[src/rtl/ro_scan_pkg.sv]
// Shared types and default constants for the ring-oscillator scan counter.
// The scan-length helper gives software and benches one place to get the full-scan duration.
package ro_scan_pkg;

  localparam int CH_DEF     = 16;
  localparam int CNT_W_DEF  = 16;
  localparam int GATE_W_DEF = 16;
  localparam int SETTLE_DEF = 8;

  typedef enum logic [2:0] {
    S_IDLE,
    S_SETTLE,
    S_COUNT,
    S_STORE,
    S_DONE
  } state_t;

  // Clocks from the start cycle to the done_o cycle; a zero gate setting behaves as one.
  function automatic int scan_cycles(int ch, int settle, int gate);
    int g;
    g = (gate == 0) ? 1 : gate;
    return ch * (settle + g + 1) + 1;
  endfunction

endpackage

[src/rtl/ro_edge_sync.sv]
// Brings the asynchronous ring-oscillator output into the wb_clk_i domain
// and flags each rising edge for one clock.
module ro_edge_sync (
  input  logic wb_clk_i,
  input  logic wb_rst_n,
  input  logic ro_i,
  output logic edge_o
);

  logic s1;
  logic s2;
  logic s2_d;

  // NOTE: clocked state uses non-blocking assignments so every flop samples
  // the pre-edge value of its source, which is what makes this a real 2-flop chain.
  always_ff @(posedge wb_clk_i or negedge wb_rst_n) begin
    if (!wb_rst_n) begin
      s1   <= 1'b0;
      s2   <= 1'b0;
      s2_d <= 1'b0;
    end else begin
      s1   <= ro_i;
      s2   <= s1;
      s2_d <= s2;
    end
  end

  assign edge_o = s2 & ~s2_d;

endmodule

[src/rtl/ro_scan_counter.sv]
// Steps the 16:1 ring-oscillator mux through every channel, counts synchronized
// rising edges over a programmable gate window and keeps one result word per channel.
module ro_scan_counter
  import ro_scan_pkg::*;
#(
  parameter int CH     = CH_DEF,
  parameter int CNT_W  = CNT_W_DEF,
  parameter int GATE_W = GATE_W_DEF,
  parameter int SETTLE = SETTLE_DEF
) (
  input  logic              wb_clk_i,
  input  logic              wb_rst_n,
  input  logic              start_i,
  input  logic [GATE_W-1:0] gate_cycles_i,
  input  logic              ro_i,
  output logic [3:0]        sel_o,
  output logic              busy_o,
  output logic              done_o,
  output logic [CH-1:0]     ovf_o,
  input  logic [3:0]        rd_addr_i,
  output logic [CNT_W-1:0]  rd_data_o
);

  // SETTLE is at least 3, so this timer is always at least 2 bits wide.
  localparam int             SET_W   = $clog2(SETTLE);
  localparam logic [3:0]     LAST_CH = 4'(CH - 1);
  localparam logic [CNT_W-1:0] CNT_MAX = {CNT_W{1'b1}};

  state_t              state;
  logic [GATE_W-1:0]   gate_len;
  logic [GATE_W-1:0]   gate_cnt;
  logic [SET_W-1:0]    settle_cnt;
  logic [CNT_W-1:0]    cnt;
  logic                sat;
  logic                ro_edge;
  logic [CNT_W-1:0]    result [CH];

  ro_edge_sync u_edge_sync (
    .wb_clk_i (wb_clk_i),
    .wb_rst_n (wb_rst_n),
    .ro_i     (ro_i),
    .edge_o   (ro_edge)
  );

  // sel_o doubles as the channel index; it only ever holds 0..CH-1.
  always_ff @(posedge wb_clk_i or negedge wb_rst_n) begin
    if (!wb_rst_n) begin
      state      <= S_IDLE;
      sel_o      <= 4'd0;
      busy_o     <= 1'b0;
      done_o     <= 1'b0;
      ovf_o      <= '0;
      gate_len   <= '0;
      gate_cnt   <= '0;
      settle_cnt <= '0;
      cnt        <= '0;
      sat        <= 1'b0;
      // NOTE: the result words are plain flops, so they are cleared by reset
      // like any other state; an SRAM here could not be reset this way.
      for (int i = 0; i < CH; i++) begin
        result[i] <= '0;
      end
    end else begin
      done_o <= 1'b0;
      unique case (state)
        S_IDLE: begin
          if (start_i) begin
            gate_len   <= (gate_cycles_i == '0) ? GATE_W'(1) : gate_cycles_i;
            sel_o      <= 4'd0;
            busy_o     <= 1'b1;
            settle_cnt <= '0;
            state      <= S_SETTLE;
          end
        end

        S_SETTLE: begin
          if (settle_cnt == SET_W'(SETTLE - 1)) begin
            cnt      <= '0;
            sat      <= 1'b0;
            gate_cnt <= '0;
            state    <= S_COUNT;
          end else begin
            settle_cnt <= settle_cnt + SET_W'(1);
          end
        end

        S_COUNT: begin
          if (ro_edge) begin
            if (cnt == CNT_MAX) begin
              sat <= 1'b1;
            end else begin
              cnt <= cnt + CNT_W'(1);
            end
          end
          if (gate_cnt == gate_len - GATE_W'(1)) begin
            state <= S_STORE;
          end else begin
            gate_cnt <= gate_cnt + GATE_W'(1);
          end
        end

        S_STORE: begin
          result[sel_o] <= cnt;
          ovf_o[sel_o]  <= sat;
          if (sel_o == LAST_CH) begin
            sel_o  <= 4'd0;
            busy_o <= 1'b0;
            done_o <= 1'b1;
            state  <= S_DONE;
          end else begin
            sel_o      <= sel_o + 4'd1;
            settle_cnt <= '0;
            state      <= S_SETTLE;
          end
        end

        S_DONE: begin
          state <= S_IDLE;
        end

        default: begin
          state <= S_IDLE;
        end
      endcase
    end
  end

  // Registered read port; a STORE to the addressed word shows up one clock later.
  always_ff @(posedge wb_clk_i or negedge wb_rst_n) begin
    if (!wb_rst_n) begin
      rd_data_o <= '0;
    end else if (int'(rd_addr_i) < CH) begin
      rd_data_o <= result[rd_addr_i];
    end else begin
      rd_data_o <= '0;
    end
  end

endmodule
[config.mk]
export PLATFORM = sky130hd
export DESIGN_NAME = ro_scan_counter
export DESIGN_NICKNAME = d
export VERILOG_FILES = /design/src/rtl/ro_scan_pkg.sv /design/src/rtl/ro_edge_sync.sv /design/src/rtl/ro_scan_counter.sv
export SDC_FILE = /design/constraint.sdc
export NUM_CORES = 1
export LEC_CHECK = 0
export CAP_MARGIN = 20
export CORE_ASPECT_RATIO = 0.6
export CORE_UTILIZATION = 55
export CTS_BUF_LIST = sky130_fd_sc_hd__clkbuf_2 sky130_fd_sc_hd__clkbuf_4 sky130_fd_sc_hd__clkbuf_8
export DETAILED_ROUTE_END_ITERATION = 7
export PLACE_DENSITY_LB_ADDON = 0.25
export SLEW_MARGIN = 20
export SYNTH_ARGS = -nofsm -noshare
export SYNTH_HDL_FRONTEND = slang
export SYNTH_SLANG_ARGS = --single-unit
[constraint.sdc]
create_clock -name wb_clk_i -period 3.25 [get_ports wb_clk_i]
set_input_delay 0.65 -clock wb_clk_i [delete_from_list [all_inputs] [get_ports wb_clk_i]]
set_output_delay 0.65 -clock wb_clk_i [all_outputs]
set_load 0.005 [all_outputs]
==> results_dict.tcl, run 1 <==
set metrics [dict create \
    rsz0062_at_grt "no" \
    die_x_um 223 \
    finalMaxSlewViolations 0 \
    hold_class "in2async" \
    antenna_left 0 \
    tns_ns 0 \
    ys_top_cells_by_count "dfrtp_1, mux2_2, mux4_2" \
    track_usage 0.260 \
    cp_slowest_cell "nor4_4" \
    start_util 0.561 \
    htreeDepth 2 \
    synth_top_area_frac 0.546 \
    hold_buffers 0 \
    portBuffers 61 \
    cts_tree "built" \
    synth_area_leader_cell "dfrtp_1" \
    min_period_ns 2.91 \
    crit_end "gate_cnt[10]" \
    synth.distinct_cells 57 \
    gp_congestion 0.842 \
    syn_nets 1159 \
    synth_seq_area_share 0.546 \
    cp.arrival_ns 3.42 \
    period_share 0.894 \
    finalHoldViolCount 0 \
    fin_util 0.643 \
    ir_drop_uv 370 \
    finalInstanceArea_um2 18500 \
    r2r_end "gate_cnt[10]" \
    multi_input_area_um2 6930 \
    areaGrowthSynthToFinish_pct 14.6 \
    core_um2 28800 \
    drt_wl_total_um 36700 \
    tightest_slew_ns 0.697 \
    setup_viol 0 \
    powerDensity_nw_per_um2 544 \
    die_h_um 135 \
    place_area_um2 17300 \
    numCtsBuffers 51 \
    ys_dominant_reg_cell "dfrtp_1" \
    wl_per_cell_um 22.8 \
    stdcell_count 1610 \
    std_cell_rows 48 \
    via_count 9866 \
    rr_startpoint "gate_len[2]" \
    seqCellArea_um2 8810 \
    dp.final_hpwl_um 23900 \
    path_cells "nor4_4, o2111ai_1, a32o_1, a311oi_2, a2111oi_2, buf_4, or4_1, a21oi_1" \
    post-place-cells 1519 \
    grt_pass1_vias 10200 \
    cts_sinks 352 \
    synth_edf_count 0 \
    fin_skew_ns 0.0133 \
    clk_latency_ns 0.59 \
    grt_remaining_overflow 0 \
    grt_pass1_wl_um 59500 \
    ys_async_sr_fraction 1.00 \
    pin_count 62 \
    post_cts_buffers 0 \
    p_sw_frac 0.264 \
    grt_max_degree 84 \
    r2r_slack_ns 0.34 \
    synth_cells 1126 \
    syn_area_um2 16100 \
    antenna_found_initial 0 \
    synth.most_common_cell "dfrtp_1" \
    drive_above_1_share 0.412 \
    worst_setup_path_start_kind "register" \
    p_seq_frac 0.481 \
    critPathKind "reg2reg" \
    ys_warn_count 0 \
    diodes 0 \
    firstDrtPassIters 5 \
    first_iter_violations 712 \
    syn_avg_cell_area_um2 14.3 \
    fillers 2133 \
    p_comb_frac 0.123 \
    finalNetCount 1230 \
    p_clk_frac 0.396 \
    fmax_mhz 344 \
    r2r_cells 8 \
    cts_buffer_depth 3 \
    ys_seq_elements 352 \
    cts_root_buffer "clkbuf_8" \
    switchingPower_mw 2.65 \
    status "finished, final reports clean" \
    p_leak_nw 8.70 \
    cpPeakStageDelay_ns 0.58 \
    ys_top_cells_by_area "dfrtp_1, mux2_2, mux4_2" \
    cp-startpoint "gate_len[2]" \
    drv_cap 0 \
    via_per_inst 6.13 \
    relSlewSlack 0.535 \
    end_kind "register" \
    required_ns 3.76 \
    drc 0 \
    p_int_mw 7.40 \
    clkTransAtPathRegs_ns 0.07 \
    cts_resized 0 \
    die_area_um2 30000 \
    path_max_fanout 20 \
]
[power by group through the flow]
stage / Sequential (mW) / Clock (mW) / Combinational (mW)
floorplan: 4.80 / 0 / 0.910
global placement: 4.90 / 0 / 1.20
detailed placement: 4.92 / 0 / 1.23
CTS: 4.84 / 4.06 / 1.24
global route: 4.88 / 4.23 / 1.36
finish: 4.84 / 3.98 / 1.24
[cells by family (layout without fill, tap and decap cells)]
| kind of cell | after synthesis | after routing | share of synthesized area |
|---|---|---|---|
| flip-flops | 352 | 352 | 0.546 |
| AO/OA/AOI/OAI | 72 | 72 | 0.0291 |
| XOR/XNOR | 35 | 35 | 0.0190 |
| adder cells (fa/ha/maj) | 9 | 9 | 0.00698 |
| AND/OR/NAND/NOR | 196 | 196 | 0.0658 |
| multiplexers | 362 | 362 | 0.308 |
| buffers and inverters | 100 | 209 | 0.0253 |
[cells in the final DEF, fill, tap and decap left out, types with 3 or more instances in the layout]
cell	n
nor4_1	6
clkbuf_8	71
nand4_1	11
dfrtp_1	352
ha_1	9
o21ai_0	24
and2_1	10
or3_1	3
a21oi_1	18
buf_4	40
or4_1	4
nand3_1	15
inv_1	9
nor2_1	29
and3_1	13
mux4_2	80
o31ai_1	7
clkbuf_4	18
buf_12	9
clkdlybuf4s50_1	58
nand2b_1	8
mux2_2	275
nand2_1	55
nor3_1	16
mux2i_1	7
and4_1	4
xnor2_1	23
nor3b_1	4
xor2_1	12
[worst min path at each step]
stage / from / end / slack [ns] / cells past startpoint
6_report: wb_rst_n / result[209] / 0.08 / 1
5_1_grt: wb_rst_n / result[209] / 0.11 / 1
4_1_cts: wb_rst_n / result[196] / 0.08 / 1
3_5_place_dp: u_edge_sync.s1 / u_edge_sync.s2 / 0.34 / 0
3_3_place_gp: u_edge_sync.s1 / u_edge_sync.s2 / 0.34 / 0
2_1_floorplan: u_edge_sync.s1 / u_edge_sync.s2 / 0.33 / 0
[per-layer routing]
metal | GRT usage | share of wire | vias up
li1 | - | - | 4311
met1 | 0.399 | 0.48 | 5254
met2 | 0.387 | 0.45 | 246
met3 | 0.0492 | 0.052 | 55
met4 | 0.0575 | 0.014 | 0
met5 | 0 | 0 | -
[final cells by class]
class / instances / area share
Sequential cell: 352 / 0.476
Multi-Input combinational cell: 674 / 0.375
Clock buffer: 89 / 0.0601
Timing Repair Buffer: 109 / 0.0584
Tap cell: 375 / 0.0254
Clock inverter: 2 / 0.00325
Inverter: 9 / 0.00183
[worst max-delay path, delay by kind of cell (launching register included)]
family                 cells  cell delay (ns)
AND/OR/NAND/NOR            2             1.08
AO/OA/AOI/OAI              5             1.05
buffers and inverters      1             0.21
flip-flops                 1             0.49
[per-stage QoR]
stage	setup slack, ns	power, mW	hold WS (ns)
after CTS	0.257	10.1	0.0763
after global routing	0.0991	10.5	0.114
final	0.343	10.1	0.0759
after floorplan	0.536	5.71	0.331
after detailed placement	0.312	6.15	0.336
after global placement	0.448	6.10	0.336
[flip-flops by register name, summed over array words and instances (netlist names), 4 cells and up]
signal / flops
cnt: 16
gate_cnt: 16
gate_len: 16
ovf_o: 16
rd_data_o: 16
result: 256
sel_o: 4
No activity file was read; power rests on OpenSTA's default activity.
==> inputs of run 2 (changes only) <==
- SYNTH_HIERARCHICAL: unset -> 1
==> results_dict.tcl, run 2 <==
set metrics [dict create \
    crit_end "gate_cnt[14]" \
    powerDensity_nw_per_um2 540 \
    final_common_cell "dfrtp_1" \
    gr-usage-met1 0.387 \
    std_cell_rows 48 \
    grt_pass1_wl_um 58400 \
    switchingPower_mw 2.67 \
    p_seq_frac 0.484 \
    synth_top_area_frac 0.548 \
    fin_util 0.639 \
    status "finished, final reports clean" \
    first_iter_violations 711 \
    die_h_um 134 \
    syn_avg_cell_area_um2 14.3 \
    finalPower_mw 9.92 \
    critPathKind "reg2reg" \
    ys_top_cells_by_count "dfrtp_1, mux2_2, mux4_2" \
    ys_seq_elements 352 \
    final_cell_mix "dfrtp_1, mux2_2, mux4_2" \
    cts_tree "built" \
    fmax_mhz 319 \
    r2r_cells 8 \
    p_int_mw 7.25 \
    drive_above_1_share 0.419 \
    period_share 0.964 \
    ys_top_cells_by_area "dfrtp_1, mux2_2, mux4_2" \
    synth_cells 1124 \
    synth.distinct_cells 54 \
    clkTransAtPathRegs_ns 0.06 \
    pin_count 62 \
    synth_seq_area_share 0.548 \
    grt_remaining_overflow 0 \
    antenna_left 0 \
    gp_congestion 0.883 \
    drv_cap 0 \
    hold_class "reg2reg" \
    cts_sinks 352 \
    via_count 9675 \
    tns_ns 0 \
    synth_edf_count 0 \
    core_um2 28800 \
    p_leak_nw 8.65 \
    dp.final_hpwl_um 22600 \
    required_ns 3.72 \
    place_area_um2 17300 \
    relSlewSlack 0.534 \
    cts_root_buffer "clkbuf_8" \
    cts_buffer_depth 3 \
    p_sw_frac 0.269 \
    syn_area_um2 16100 \
    track_usage 0.255 \
    use_met3 0.0464 \
    path_max_fanout 24 \
    finalMaxSlewViolations 0 \
    die_x_um 223 \
    via_per_inst 6.02 \
    r2r_slack_ns 0.12 \
    finalNetCount 1227 \
    p_comb_frac 0.132 \
    ys_warn_count 6 \
    firstDrtPassIters 5 \
    grt.met2_usage 0.384 \
    p_clk_frac 0.383 \
    grt_pass1_vias 10000 \
    synth_area_leader_cell "dfrtp_1" \
    drt_wl_total_um 35800 \
    rr_startpoint "gate_len[0]" \
    antenna_found_initial 0 \
    hold_ws_ns 0.353 \
    cp.arrival_ns 3.60 \
    drc 0 \
    finalInstanceArea_um2 18400 \
    tightest_slew_ns 0.699 \
    worst_setup_path_start_kind "register" \
    ys_async_sr_fraction 1.00 \
    min_period_ns 3.13 \
    ys_dominant_reg_cell "dfrtp_1" \
    r2r_end "gate_cnt[14]" \
    post_cts_buffers 0 \
    busiest_layer "met1" \
    setup_viol 0 \
    synth.most_common_cell "dfrtp_1" \
    rsz0062_at_grt "no" \
    die_area_um2 29900 \
    fin_skew_ns 0.0221 \
    largest_reg_flops 256 \
    clk_latency_ns 0.61 \
    htreeDepth 2 \
    numCtsBuffers 52 \
    diodes 0 \
    portBuffers 61 \
    grt_max_degree 83 \
    areaGrowthSynthToFinish_pct 14.3 \
    ir_drop_uv 507 \
    syn_nets 1157 \
    finalHoldViolCount 0 \
    cp-startpoint "gate_len[0]" \
    wl_per_cell_um 22.3 \
    end_kind "register" \
    top_register "result" \
    start_util 0.559 \
]
run 2: cells by family after synthesis:
group / share of synthesized area
AOI/OAI and AO/OA: 0.0331
xor gates and xnor gates: 0.0136
adders and majority gates: 0.00700
buffers and inverters: 0.0243
DFF: 0.548
muxes: 0.309
and+or+nand+nor: 0.0652
run 2: how the worst min path moves through the flow:
stage | slack, ns | cells after the start | startpoint | end
4_1_cts | 0.35 | 0 | u_edge_sync/s1 | u_edge_sync/s2
3_3_place_gp | 0.33 | 0 | u_edge_sync/s1 | u_edge_sync/s2
6_report | 0.35 | 0 | u_edge_sync/s1 | u_edge_sync/s2
5_1_grt | 0.37 | 0 | u_edge_sync/s1 | u_edge_sync/s2
2_1_floorplan | 0.33 | 0 | u_edge_sync/s1 | u_edge_sync/s2
3_5_place_dp | 0.34 | 0 | u_edge_sync/s1 | u_edge_sync/s2
run 2: per-stage QoR:
stage          worst slack [ns]  cells
2_1_floorplan             0.235   1124
3_3_place_gp              0.214   1514
3_5_place_dp              0.145   1514
4_1_cts                   0.125   1607
5_1_grt                  0.0158   1607
6_report                  0.118   1607
run 2: final cells by class:
type	instances	area [µm²]
Sequential cell	352	8810
Clock buffer	87	1090
Fill cell	2108	10400
Clock inverter	5	30.0
Timing Repair Buffer	106	1060
Tap cell	375	469
Inverter	9	33.8
Multi-Input combinational cell	673	6890
run 2: power groups by stage:
stage                     registers (mW)  logic (mW)  clock network, mW
after CTS                           4.80        1.31               3.89
after global routing                4.84        1.44               4.08
after floorplan                     4.78       0.886                  0
after global placement              4.87        1.26                  0
final                               4.81        1.31               3.80
after detailed placement            4.89        1.30                  0
run 2: worst max-delay path, stage by stage, from the launching register on:
cell and delay (ns):
dfrtp_1 0.44, or4_1 0.61, or2_1 0.30, or4_1 0.51, a221o_1 0.37, nor4_4 0.34
buf_12 0.21, or3_1 0.15, a21oi_2 0.06
run 2: metal layers:
layer	vias up	wire, µm
met5	-	0
met4	0	524
met3	45	1740
met2	220	16200
met1	5125	17300
li1	4285	-
run 2: timing repair:
item | 4_1_cts | 5_1_grt
gates resized for setup | 0 | 0
hold buffers | 1 | 0
hold endpoints to repair | 33 | 0
==> inputs of run 3 (changes only) <==
- clock period: 3.25 -> 3.6 ns (I/O delays scaled with it)
==> results_dict.tcl, run 3 (synthesis gave the netlist of run 2 again) <==
set metrics [dict create \
    clkTransAtPathRegs_ns 0.07 \
    post_cts_buffers 0 \
    path_max_fanout 25 \
    htreeDepth 2 \
    place_area_um2 17200 \
    hold_class "in2async" \
    cts_resized 0 \
    largest_reg_flops 256 \
    required_ns 4.11 \
    status "finished, final reports clean" \
    powerDensity_nw_per_um2 492 \
    drive_above_1_share 0.416 \
    grt_remaining_overflow 0 \
    dp.final_hpwl_um 22300 \
    finalNetCount 1218 \
    cp-startpoint "gate_len[0]" \
    period_share 0.913 \
    end_kind "register" \
    antenna_found_initial 0 \
    numCtsBuffers 51 \
    areaGrowthSynthToFinish_pct 14.1 \
    tns_ns 0 \
    antenna_left 0 \
    start_util 0.559 \
    ir_drop_uv 427 \
    core_um2 28800 \
    portBuffers 61 \
    grt_max_degree 92 \
    cts_root_buffer "clkbuf_8" \
    via_count 9648 \
    firstDrtPassIters 5 \
    cpPeakStageDelay_ns 0.60 \
    drc 0 \
    die_x_um 223 \
    wl_per_cell_um 22.6 \
    critPathKind "reg2reg" \
    cts_buffer_depth 3 \
    die_h_um 134 \
    p_leak_nw 8.64 \
    final_cell_mix "dfrtp_1, mux2_2, mux4_2" \
    cts_sinks 352 \
    top_register "result" \
    fin_skew_ns 0.0236 \
    cp.arrival_ns 3.79 \
    relSlewSlack 0.447 \
    die_area_um2 29900 \
    cpMostUsedCell "or4_1" \
    path_cells "or4_1, or2_1, or4_1, a221o_1, nor4_4, buf_4, nor2_1, nor3_1" \
    cts_tree "built" \
    first_iter_violations 643 \
    std_cell_rows 48 \
    fmax_mhz 304 \
    worst_setup_path_start_kind "register" \
    finalInstanceArea_um2 18300 \
    cp_slowest_cell "or4_1" \
    rr_startpoint "gate_len[0]" \
    grt_pass1_wl_um 58100 \
    drt_wl_total_um 36100 \
    track_usage 0.256 \
    rsz0062_at_grt "no" \
    finalHoldViolCount 0 \
    pin_count 62 \
    grt_pass1_vias 9877 \
    via_per_inst 6.03 \
    min_period_ns 3.29 \
    finalMaxSlewViolations 0 \
    final_common_cell "dfrtp_1" \
    gp_congestion 0.868 \
    clk_latency_ns 0.60 \
    drv_cap 0 \
    tightest_slew_ns 0.827 \
    setup_viol 0 \
    hold_buffers 0 \
    diodes 0 \
]
## run 3: cell count changes in the layout (fill, tap and decap cells not counted), sizes merged
cell / previous run / this run
clkinvlp: 2 / 0
buf: 47 / 40
clkbuf: 87 / 85
bufinv: 0 / 2
clkinv: 3 / 6
dlygate4sd3: 1 / 0
## run 3: power breakdown
| group | total [mW] | internal [mW] | switching, mW |
|---|---|---|---|
| clock network | 3.56 | 2.01 | 1.55 |
| logic | 1.09 | 0.492 | 0.594 |
| registers | 4.39 | 4.12 | 0.267 |
## run 3: critical path: cells and delay by family, from the launching register on
kind / cells / cell delay (ns)
and+or+nand+nor: 6 / 2.04
DFF: 1 / 0.45
AOI/OAI and AO/OA: 1 / 0.37
buffers and inverters: 1 / 0.33
## run 3: worst paths after layout
| check | end | slack (ns) | cells past startpoint |
|---|---|---|---|
| max in group asynchronous | result[217] | 2.58 | 2 |
| worst min-delay path | ovf_o[4] | 0.16 | 1 |
| worst min register to register | u_edge_sync/s2 | 0.35 | 0 |
| min in group wb_clk_i | u_edge_sync/s2 | 0.35 | 0 |
| worst max register to register | state[0] | 0.31 | 8 |
| worst max-delay path | state[0] | 0.31 | 8 |
## run 3: per-layer routing
metal  track usage  up-vias  share of wire  wire (µm)
li1              -     4259              -          -
met1         0.386     5067           0.47      17000
met2         0.372      257           0.45      16100
met3        0.0543       65          0.061       2190
met4        0.0793        0          0.023        827
met5             0        -              0          0
## run 3: area by class of cell
type | count | area, µm²
Sequential cell | 352 | 8810
Inverter | 9 | 33.8
Fill cell | 2122 | 10400
Clock buffer | 85 | 1070
Multi-Input combinational cell | 673 | 6890
Tap cell | 375 | 469
Clock inverter | 8 | 90.1
Timing Repair Buffer | 98 | 986
## run 3: metrics by stage
| step | hold slack [ns] | total power [mW] | instances | utilization | worst slack (ns) |
|---|---|---|---|---|---|
| CTS | 0.157 | 9.10 | 1600 | 0.638 | 0.324 |
| global placement | 0.333 | 5.51 | 1507 | 0.597 | 0.462 |
| finish | 0.162 | 9.03 | 1600 | 0.638 | 0.314 |
| global route | 0.188 | 9.44 | 1600 | 0.638 | 0.200 |
| floorplan | 0.331 | 5.12 | 1124 | - | 0.585 |
| detailed placement | 0.342 | 5.54 | 1507 | 0.597 | 0.355 |
